### src/rtl/axi_pkg.sv
// Shared AXI definitions for the local-to-AXI master port: FSM states,
// protocol constants and the response-severity merge.
package axi_pkg;

   typedef enum logic [2:0] {
      S_IDLE = 3'd0,
      S_AR   = 3'd1,
      S_R    = 3'd2,
      S_AW   = 3'd3,
      S_W    = 3'd4,
      S_B    = 3'd5
   } state_t;

   localparam logic [1:0] AXI_BURST_INCR = 2'b01;
   localparam logic [2:0] AXI_SIZE_WORD  = 3'b010;
   localparam logic [1:0] AXI_RESP_OKAY   = 2'b00;
   localparam logic [1:0] AXI_RESP_EXOKAY = 2'b01;
   localparam logic [1:0] AXI_RESP_SLVERR = 2'b10;
   localparam logic [1:0] AXI_RESP_DECERR = 2'b11;

   // The response encodings happen to be ordered by severity, so the worse
   // of two responses is simply the numerically larger one.
   function automatic logic [1:0] worst_resp(input logic [1:0] a, input logic [1:0] b);
      return (a > b) ? a : b;
   endfunction

endpackage

### src/rtl/axi_master_port.sv
// AXI4 master port: turns one local read/write request at a time into a
// single or INCR-burst AXI transaction and reports completion with a response.
module axi_master_port
   import axi_pkg::*;
#(
   parameter int ID_W      = 4,
   parameter int MASTER_ID = 0,
   parameter int ADDR_W    = 32,
   parameter int DATA_W    = 32,
   parameter int LEN_W     = 4
) (
   input  logic                clk,
   input  logic                rst,
   input  logic                req_valid,
   output logic                req_ready,
   input  logic                req_write,
   input  logic [ADDR_W-1:0]   req_addr,
   input  logic [LEN_W-1:0]    req_len,
   input  logic [DATA_W/8-1:0] req_wstrb,
   input  logic                wd_valid,
   output logic                wd_ready,
   input  logic [DATA_W-1:0]   wd_data,
   output logic                rd_valid,
   input  logic                rd_ready,
   output logic [DATA_W-1:0]   rd_data,
   output logic                rd_last,
   output logic                done,
   output logic [1:0]          done_resp,
   output logic                busy,
   output logic [ID_W-1:0]     awid,
   output logic [ADDR_W-1:0]   awaddr,
   output logic [LEN_W-1:0]    awlen,
   output logic [2:0]          awsize,
   output logic [1:0]          awburst,
   output logic                awvalid,
   input  logic                awready,
   output logic [DATA_W-1:0]   wdata,
   output logic [DATA_W/8-1:0] wstrb,
   output logic                wlast,
   output logic                wvalid,
   input  logic                wready,
   input  logic [ID_W-1:0]     bid,
   input  logic [1:0]          bresp,
   input  logic                bvalid,
   output logic                bready,
   output logic [ID_W-1:0]     arid,
   output logic [ADDR_W-1:0]   araddr,
   output logic [LEN_W-1:0]    arlen,
   output logic [2:0]          arsize,
   output logic [1:0]          arburst,
   output logic                arvalid,
   input  logic                arready,
   input  logic [ID_W-1:0]     rid,
   input  logic [DATA_W-1:0]   rdata,
   input  logic [1:0]          rresp,
   input  logic                rlast,
   input  logic                rvalid,
   output logic                rready
);

   localparam logic [ID_W-1:0] MyId = ID_W'(MASTER_ID);

   state_t                state_q;
   logic [ADDR_W-1:0]     addr_q;
   logic [LEN_W-1:0]      len_q;
   logic [DATA_W/8-1:0]   wstrb_q;
   logic [LEN_W-1:0]      cnt_q;
   logic [1:0]            err_q;
   logic [1:0]            err_d;
   logic                  done_q;
   logic [1:0]            doneResp_q;
   logic                  lastBeat;
   logic                  beatFault;

   assign lastBeat  = (cnt_q == len_q);
   // An ID mismatch or an rlast that disagrees with our own beat count both
   // degrade the response to at least SLVERR.
   assign beatFault = (rid != MyId) || (rlast != lastBeat);
   assign err_d     = worst_resp(err_q,
                        worst_resp(rresp, beatFault ? AXI_RESP_SLVERR : AXI_RESP_OKAY));

   always_ff @(posedge clk) begin
      if (rst) begin
         state_q    <= S_IDLE;
         addr_q     <= '0;
         len_q      <= '0;
         wstrb_q    <= '0;
         cnt_q      <= '0;
         err_q      <= AXI_RESP_OKAY;
         done_q     <= 1'b0;
         doneResp_q <= AXI_RESP_OKAY;
      end else begin
         done_q <= 1'b0;
         case (state_q)
            S_IDLE: begin
               if (req_valid) begin
                  addr_q  <= req_addr;
                  len_q   <= req_len;
                  wstrb_q <= req_wstrb;
                  cnt_q   <= '0;
                  err_q   <= AXI_RESP_OKAY;
                  state_q <= req_write ? S_AW : S_AR;
               end
            end
            S_AR: if (arready) state_q <= S_R;
            S_AW: if (awready) state_q <= S_W;
            S_W: begin
               if (wd_valid && wready) begin
                  if (lastBeat) begin
                     cnt_q   <= '0;
                     state_q <= S_B;
                  end else begin
                     cnt_q <= cnt_q + 1'b1;
                  end
               end
            end
            S_B: begin
               if (bvalid) begin
                  doneResp_q <= (bid != MyId) ? AXI_RESP_SLVERR : bresp;
                  done_q     <= 1'b1;
                  state_q    <= S_IDLE;
               end
            end
            S_R: begin
               // Finish on our own last beat or on rlast, whichever comes
               // first, so a slave that never raises rlast cannot hang us.
               if (rvalid && rd_ready) begin
                  if (lastBeat || rlast) begin
                     doneResp_q <= err_d;
                     done_q     <= 1'b1;
                     cnt_q      <= '0;
                     state_q    <= S_IDLE;
                  end else begin
                     cnt_q <= cnt_q + 1'b1;
                     err_q <= err_d;
                  end
               end
            end
            default: state_q <= S_IDLE;
         endcase
      end
   end

   assign req_ready = (state_q == S_IDLE);
   assign busy      = (state_q != S_IDLE);
   assign done      = done_q;
   assign done_resp = doneResp_q;

   assign awid    = MyId;
   assign awaddr  = addr_q;
   assign awlen   = len_q;
   assign awsize  = AXI_SIZE_WORD;
   assign awburst = AXI_BURST_INCR;
   assign awvalid = (state_q == S_AW);

   assign arid    = MyId;
   assign araddr  = addr_q;
   assign arlen   = len_q;
   assign arsize  = AXI_SIZE_WORD;
   assign arburst = AXI_BURST_INCR;
   assign arvalid = (state_q == S_AR);

   // Write and read data pass straight through while their phase is active.
   assign wvalid   = (state_q == S_W) && wd_valid;
   assign wd_ready = (state_q == S_W) && wready;
   assign wdata    = wd_data;
   assign wstrb    = wstrb_q;
   assign wlast    = (state_q == S_W) && lastBeat;

   assign bready   = (state_q == S_B);

   assign rready   = (state_q == S_R) && rd_ready;
   assign rd_valid = (state_q == S_R) && rvalid;
   assign rd_data  = rdata;
   assign rd_last  = (state_q == S_R) && lastBeat;

endmodule

### config.mk
export PLATFORM = sky130hd
export DESIGN_NAME = axi_master_port
export DESIGN_NICKNAME = d
export VERILOG_FILES = /design/src/rtl/axi_pkg.sv /design/src/rtl/axi_master_port.sv
export SDC_FILE = /design/constraint.sdc
export NUM_CORES = 1
export LEC_CHECK = 0
export CORE_AREA = 2 2 117 119
export DETAILED_ROUTE_END_ITERATION = 10
export DIE_AREA = 0 0 119 121
export GPL_ROUTABILITY_DRIVEN = 0
export PLACE_DENSITY_LB_ADDON = 0.25
export SYNTH_ARGS = -nofsm -noshare
export SYNTH_HDL_FRONTEND = slang
export SYNTH_SLANG_ARGS = --single-unit
export TNS_END_PERCENT = 100
### constraint.sdc
create_clock -name clk -period 6.1 [get_ports clk]
set_input_delay 0.61 -clock clk [delete_from_list [all_inputs] [get_ports clk]]
set_output_delay 0.61 -clock clk [all_outputs]
set_load 0.01 [all_outputs]
==> reports/summary.txt, run 1 <==
Setup CP Type: register to register
max_cap viols: 0
Starting Density: 0.2494
post-cts sizing count: 0
syn_area_per_cell: 7.788 µm²
worst-path maximum fanout: 4
hold endpoint: wstrb[0]
Net Sw Frac: 0.3094
Top Ports: 300
Register Area: 1041 µm²
Crit. End Element: register
minimum clock period after layout: 4.075 ns
clk slew on worst S/H paths: 0.07 ns
commonest non-fill, non-tap cell in the layout: clkdlybuf4s50_1
Die X-Extent: 119 µm
clock share of power: 0.271
R2R depth: 15
Logic pwr share: 0.346
drt drc: 0
clk root buf: clkbuf_16
RSZ-0062 raised after global routing: no
Cell Pwr Density: 252.9 nW/µm²
status: completed
Row Count: 42
Routed wire per std cell: 13.31 µm
Tcrit/Tclk final: 0.6680
Num CTS Buffers: 5
Warnings, synthesis: 0
Leakage: 1.579 nW
via/cell ratio: 4.279
FFs w/ async S/R, synth: 0
Final TNS setup: 0 ns
reg2reg setup slack: 2.03 ns
TritonCTS clock tree: done
Filler cells: 1330
post-synthesis sequential area ratio: 0.3190
Hold Crit Depth: 2
Post-synth top flop: dfxtp_1
Clock Skew: 0.008806 ns
TritonRoute pass-1 iters: 4
H-tree Lvls: 2
Mapped Cells: 419
footprint of the multi-input gates: 1289 µm²
HP Class: register to register
arrival time worst endpoint: 4.28 ns
reg2reg end: done_resp[0]
most frequent cells in the layout: clkdlybuf4s50_1 (152), nand2_1 (85), dfxtp_1 (52)
CP required: 6.30 ns
Yosys cell types: 43
wire length on met1: 3421 µm
post-layout util: 0.3264
Top Layer Used: met4
final net count: 595
Total Wirelength: 8478 µm
count of final setup violators: 0
vias in the first global route: 2650
global route total overflow: 0
Yosys reg bits: 52
post-DP HPWL: 6377 µm
Hold-fix buffers, CTS: 0
Final Hold Vio Count: 0
Slew headroom: 0.3392
hold path startpoint: wstrb[0]
cell internal pwr: 745.8 µW
ant diodes: 0
DR WL met3: 666 µm
CP Launch Type: register
worst slew pin tran: 0.9912 ns
fmax: 245.4 MHz
Synth Cell Area: 3263 µm²
Slew Viols, Final: 0
Clock Latency Late Sink: 0.29 ns
share of layout cells above drive strength 1: 0.04338
largest net degree at the start of global routing: 51
Post-synth EDFFs: 0
initial drt markers: 112
Die Ht: 121 µm
first-pass GRT wire length: 13300 µm
via count: 2726
Flop pwr share: 0.384
die area: 14400 µm²
Area Overhead vs Synth: 30.87%
GRT Util Overall: 0.1138
setup bufs post-CTS: 0
input/output buffers: 153
Peak VDD IR: 0.1041 mV
Psw: 334.1 µW
initial antenna violation count: 0
met2 wire length: 4184 µm
Clock Tree Buf Depth: 2
CTS sink cnt: 52
core area: 13090 µm²
reg2reg start: arlen[1]
Antenna Nets Post-Route: 0
[Yosys cell counts, types with 2 or more instances]
cell type | number | area [µm²]
xor2_1 | 4 | 35.03
dfxtp_1 | 52 | 1041
o31ai_1 | 3 | 22.52
mux2i_1 | 3 | 30.03
nand3_1 | 6 | 30.03
nand2b_1 | 4 | 25.02
nand2_1 | 85 | 319.1
inv_1 | 7 | 26.28
a31o_2 | 2 | 17.52
a211oi_1 | 3 | 22.52
a21o_1 | 3 | 22.52
nor3b_2 | 2 | 25.02
ha_1 | 6 | 75.07
nor2_1 | 9 | 33.78
or4_1 | 2 | 15.01
clkbuf_1 | 11 | 41.29
and2_1 | 8 | 50.05
buf_4 | 120 | 900.9
nand4_1 | 3 | 18.77
o21ai_0 | 7 | 35.03
nor2b_1 | 4 | 25.02
buf_2 | 5 | 25.02
o21a_1 | 3 | 22.52
a21oi_1 | 47 | 235.2
conb_1 | 2 | 7.510
[per-stage QoR]
step                hold slack [ns]  power (mW)  instance area (µm²)  cells  setup slack, ns
floorplan                    0.4772      0.6798                 3323    435            2.379
global placement             0.4412      0.7991                 4118    630            2.153
detailed placement           0.4480      0.8033                 4118    630            2.036
CTS                          0.4578       1.106                 4270    637            2.029
global route                 0.4731       1.148                 4270    637            1.701
finish                       0.4551       1.080                 4270    637            2.025
[cell families (layout without fill, tap and decap cells)]
kind of cell             Yosys count  in the layout  share of synthesized area
flip-flops                        52             52                     0.3190
multiplexers                       3              3                   0.009203
AND/OR/NAND/NOR                  133            133                     0.1921
AO/OA/AOI/OAI                     76             76                     0.1392
XOR/XNOR                           4              4                    0.01074
adder cells (fa/ha/maj)            6              6                    0.02301
buffers and inverters            143            169                     0.3044
other                              2             18                   0.002301
[cell type report]
| type | instances | share of cell area |
|---|---|---|
| Clock buffer | 7 | 0.03575 |
| Inverter | 7 | 0.006153 |
| Tap cell | 176 | 0.05157 |
| Sequential cell | 52 | 0.2438 |
| Multi-Input combinational cell | 240 | 0.3018 |
| Timing Repair Buffer | 155 | 0.3610 |
[flip-flops by register name, indices dropped and copies added, names as in the netlist]
register   cells
araddr        32
arlen          4
cnt_q          4
done           1
done_resp      2
err_q          2
state_q        3
wstrb          4
[power groups by stage]
stage          clock [mW]  combinational, mW  sequential, mW
2_1_floorplan           0              0.259           0.421
3_3_place_gp            0              0.379           0.420
3_5_place_dp            0              0.380           0.423
4_1_cts             0.309              0.381           0.416
5_1_grt             0.317              0.411           0.421
6_report            0.292              0.373           0.414
[critical path, stage by stage (launching register included)]
cell and delay (ns):
dfxtp_1 0.34, xor2_1 0.17, or4_1 0.65, ha_1 0.31
or4_1 0.40, nor2_1 0.15, ha_1 0.27, o21a_1 0.20
a21oi_1 0.18, nor2_1 0.06, a21o_1 0.17, ha_1 0.29
nand2b_1 0.18, a21boi_0 0.26, o21ai_0 0.13, a211oi_1 0.23
[how the worst max path moves through the flow]
stage	start	endpoint	slack [ns]
finish	arlen[1]	done_resp[0]	2.03
global route	arlen[1]	done_resp[0]	1.70
CTS	arlen[1]	done_resp[0]	2.03
detailed placement	arlen[1]	done_resp[0]	2.04
global placement	arlen[1]	done_resp[0]	2.15
floorplan	arlen[1]	done_resp[0]	2.38
[routing by layer]
metal / track usage / vias to the layer above
met2: 0.1997 / 144
met3: 0.03289 / 28
met1: 0.1285 / 1237
met4: 0.04911 / 0
li1: - / 1317
met5: 0 / -
Note: power is estimated with default switching activity, not from simulation.
==> inputs of run 2 (changes only) <==
--- a/config.mk
+++ b/config.mk
@@ -5,9 +5,9 @@
 export SDC_FILE = /design/constraint.sdc
 export NUM_CORES = 1
 export LEC_CHECK = 0
-export CORE_AREA = 2 2 117 119
+export CORE_ASPECT_RATIO = 0.5
+export CORE_UTILIZATION = 28
 export DETAILED_ROUTE_END_ITERATION = 10
-export DIE_AREA = 0 0 119 121
 export GPL_ROUTABILITY_DRIVEN = 0
 export PLACE_DENSITY_LB_ADDON = 0.25
 export SYNTH_ARGS = -nofsm -noshare
==> constraint.sdc (replaced) <==
create_clock -name clk -period 3.4 [get_ports clk]
set_input_delay 0.34 -clock clk [delete_from_list [all_inputs] [get_ports clk]]
set_output_delay 0.34 -clock clk [all_outputs]
set_load 0.01 [all_outputs]
==> run 2 against run 1 <==
The run now ends with setup timing left. Final cell count fell by 0.47%. Clock power rose by 80%. Worst setup slack got worse by 2.2 ns. Worst hold slack got worse by 0.0029 ns. Non-clock buffer count rose by 15. Count of clock-buffer cells in the layout fell by 1. First-iteration DRC count rose by 5.4%. Sequential share of layout area fell by 0.84 points. Highest routed layer unchanged.
==> reports/summary.txt, run 2 (synthesis gave the netlist of run 1 again) <==
initial drt markers: 118 (+5.4%)
Top Ports: 300 (unchanged)
TritonRoute pass-1 iters: 4 (unchanged)
Final Hold Vio Count: 0 (unchanged)
Leakage: 1.675 nW (+6.1%)
CP Launch Type: register
clock share of power: 0.262 (-0.009)
CP Cell Sequence: xor2_1, or4_4, ha_4, or4_4, nor2_4, ha_4, o21a_1, a21oi_2, buf_4, a21o_1, ha_4, nand2b_4, and3_1, o21ai_2, a211oi_2
worst-path maximum fanout: 4 (unchanged)
Clock Skew: 0.004021 ns (-0.004785 ns)
share of layout cells above drive strength 1: 0.1053 (+0.06188)
Crit. End Element: register
Logic pwr share: 0.367 (+0.021)
final worst slack: -0.2127 ns (-2.238 ns)
input/output buffers: 153 (unchanged)
clk root buf: clkbuf_16
Net Sw Frac: 0.3077 (-0.001654)
via/cell ratio: 4.334 (+1.3%)
CP most frequent cell: ha_4
Clock Latency Late Sink: 0.29 ns (about the same)
cell internal pwr: 1.383 mW (+85%)
CP max stage delay: 0.58 ns (-0.07 ns)
core area: 11180 µm² (-15%)
largest net degree at the start of global routing: 51 (unchanged)
Clock Tree Buf Depth: 2 (unchanged)
arrival time worst endpoint: 3.75 ns (-0.53 ns)
Cell Pwr Density: 448.6 nW/µm² (+77%)
vias in the first global route: 2373 (-10%)
most frequent cells in the layout: clkdlybuf4s50_1 (152), nand2_1 (85), dfxtp_1 (48)
Area Overhead vs Synth: 36.50%
GRT Util Overall: 0.1386 (+0.02483)
global route total overflow: 0 (unchanged)
Tcrit/Tclk final: 1.063 (+0.3945)
ant diodes: 0 (unchanged)
commonest non-fill, non-tap cell in the layout: clkdlybuf4s50_1
initial antenna violation count: 0 (unchanged)
count of final setup violators: 2 (+2)
die area: 12120 µm² (-16%)
final net count: 610 (+2.5%)
Die X-Extent: 154.7 µm (+30%)
TritonCTS clock tree: done
Crit-path slowest cell: or4_4
Num CTS Buffers: 5 (unchanged)
Slew headroom: 0.3271 (-0.01215)
drt drc: 0 (unchanged)
status: finished, violations left
Largest register FFs: 32 (unchanged)
fmax: 276.8 MHz (+13%)
worst slew pin tran: 1.009 ns (+0.01822 ns)
Total Wirelength: 8613 µm (+1.6%)
failing checks: setup timing
RSZ-0062 raised after global routing: yes
Slew Viols, Final: 0 (unchanged)
CTS sink cnt: 52 (unchanged)
max_cap viols: 0 (unchanged)
clk slew on worst S/H paths: 0.06 ns (about the same)
via count: 2748 (+0.81%)
Setup CP Type: register to register
H-tree Lvls: 2 (unchanged)
Starting Density: 0.2918 (+0.04244)
minimum clock period after layout: 3.613 ns (-0.4622 ns)
DP Worst Slack: -0.3646 ns (-2.400 ns)
Peak VDD IR: 0.1900 mV (+83%)
Hold-fix buffers, CTS: 0 (unchanged)
HP Class: register to register
post-DP HPWL: 6686 µm (+4.9%)
WHS: 0.4522 ns (-0.002881 ns)
Flop pwr share: 0.370 (-0.014)
CP required: 3.53 ns (-2.77 ns)
Psw: 614.9 µW (+84%)
Row Count: 27 (-36%)
first-pass GRT wire length: 12970 µm (-2.4%)
Antenna Nets Post-Route: 0 (unchanged)
Routed wire per std cell: 13.59 µm (+2.1%)
Die Ht: 78.34 µm (-35%)
run 2: cell count changes in the layout (fill, tap and decap cells not counted), moves of 2 or more:
cell      delta
buf_4       +15
ha_1         -3
dfxtp_1      -4
ha_4         +3
dfxtp_2      +3
clkbuf_8     -2
or4_1        -2
o21ai_0      -2
or4_4        +2
run 2: through the flow:
step / TNS, ns / power (mW) / cell area, µm² / util / cells
after floorplan: -0.2196 / 1.235 / 3357 / - / 435
after CTS: -0.3032 / 2.037 / 4444 / 0.3974 / 634
after detailed placement: -0.6287 / 1.477 / 4220 / 0.3774 / 625
after global placement: -0.4838 / 1.471 / 4220 / 0.3774 / 625
final: -0.3448 / 1.998 / 4454 / 0.3983 / 634
after global routing: -0.6915 / 2.125 / 4454 / 0.3983 / 634
run 2: final timing paths:
check / from / slack [ns] / end / depth (start not counted)
worst max-delay path: arlen[2] / -0.21 / done_resp[0] / 15
worst min-delay path: wstrb[2] / 0.45 / wstrb[2] / 2
worst max register to register: arlen[2] / -0.21 / done_resp[0] / 15
worst min register to register: wstrb[2] / 0.45 / wstrb[2] / 2
run 2: cell type report:
class | instances | area (µm²)
fill | 1144 | 6728
multi-input combinational | 240 | 1376
timing repair buffer | 170 | 1654
inverter | 7 | 26.28
sequential | 52 | 1049
tap | 159 | 198.9
clock buffer | 6 | 150.1
run 2: what timing repair did:
item | CTS | global route
pin swaps | 11 | 4
buffers inserted | 3 | 0
cloned | 0 | 0
endpoints found under the hold margin | 0 | 0
gates resized for setup | 9 | 4
setup endpoints to repair | 2 | 3
run 2: per-layer routing:
metal,global-route usage,part of all wire
met1,0.1673,0.42
met2,0.2330,0.49
met3,0.03920,0.065
met4,0.05743,0.023
met5,0,0
run 2: critical path, delay by kind of cell, from the launching register on:
| family | cells | cell delay (ns) |
|---|---|---|
| buffers and inverters | 1 | 0.12 |
| and+or+nand+nor | 5 | 1.47 |
| AOI/OAI and AO/OA | 5 | 0.71 |
| xor gates and xnor gates | 1 | 0.17 |
| adders and majority gates | 3 | 0.67 |
| DFF | 1 | 0.34 |
run 2: power groups by stage:
stage	Clock [mW]	Sequential, mW	Combinational [mW]
6_report	0.525	0.740	0.734
5_1_grt	0.571	0.751	0.802
4_1_cts	0.554	0.741	0.742
3_5_place_dp	0	0.756	0.721
3_3_place_gp	0	0.752	0.719
2_1_floorplan	0	0.756	0.479
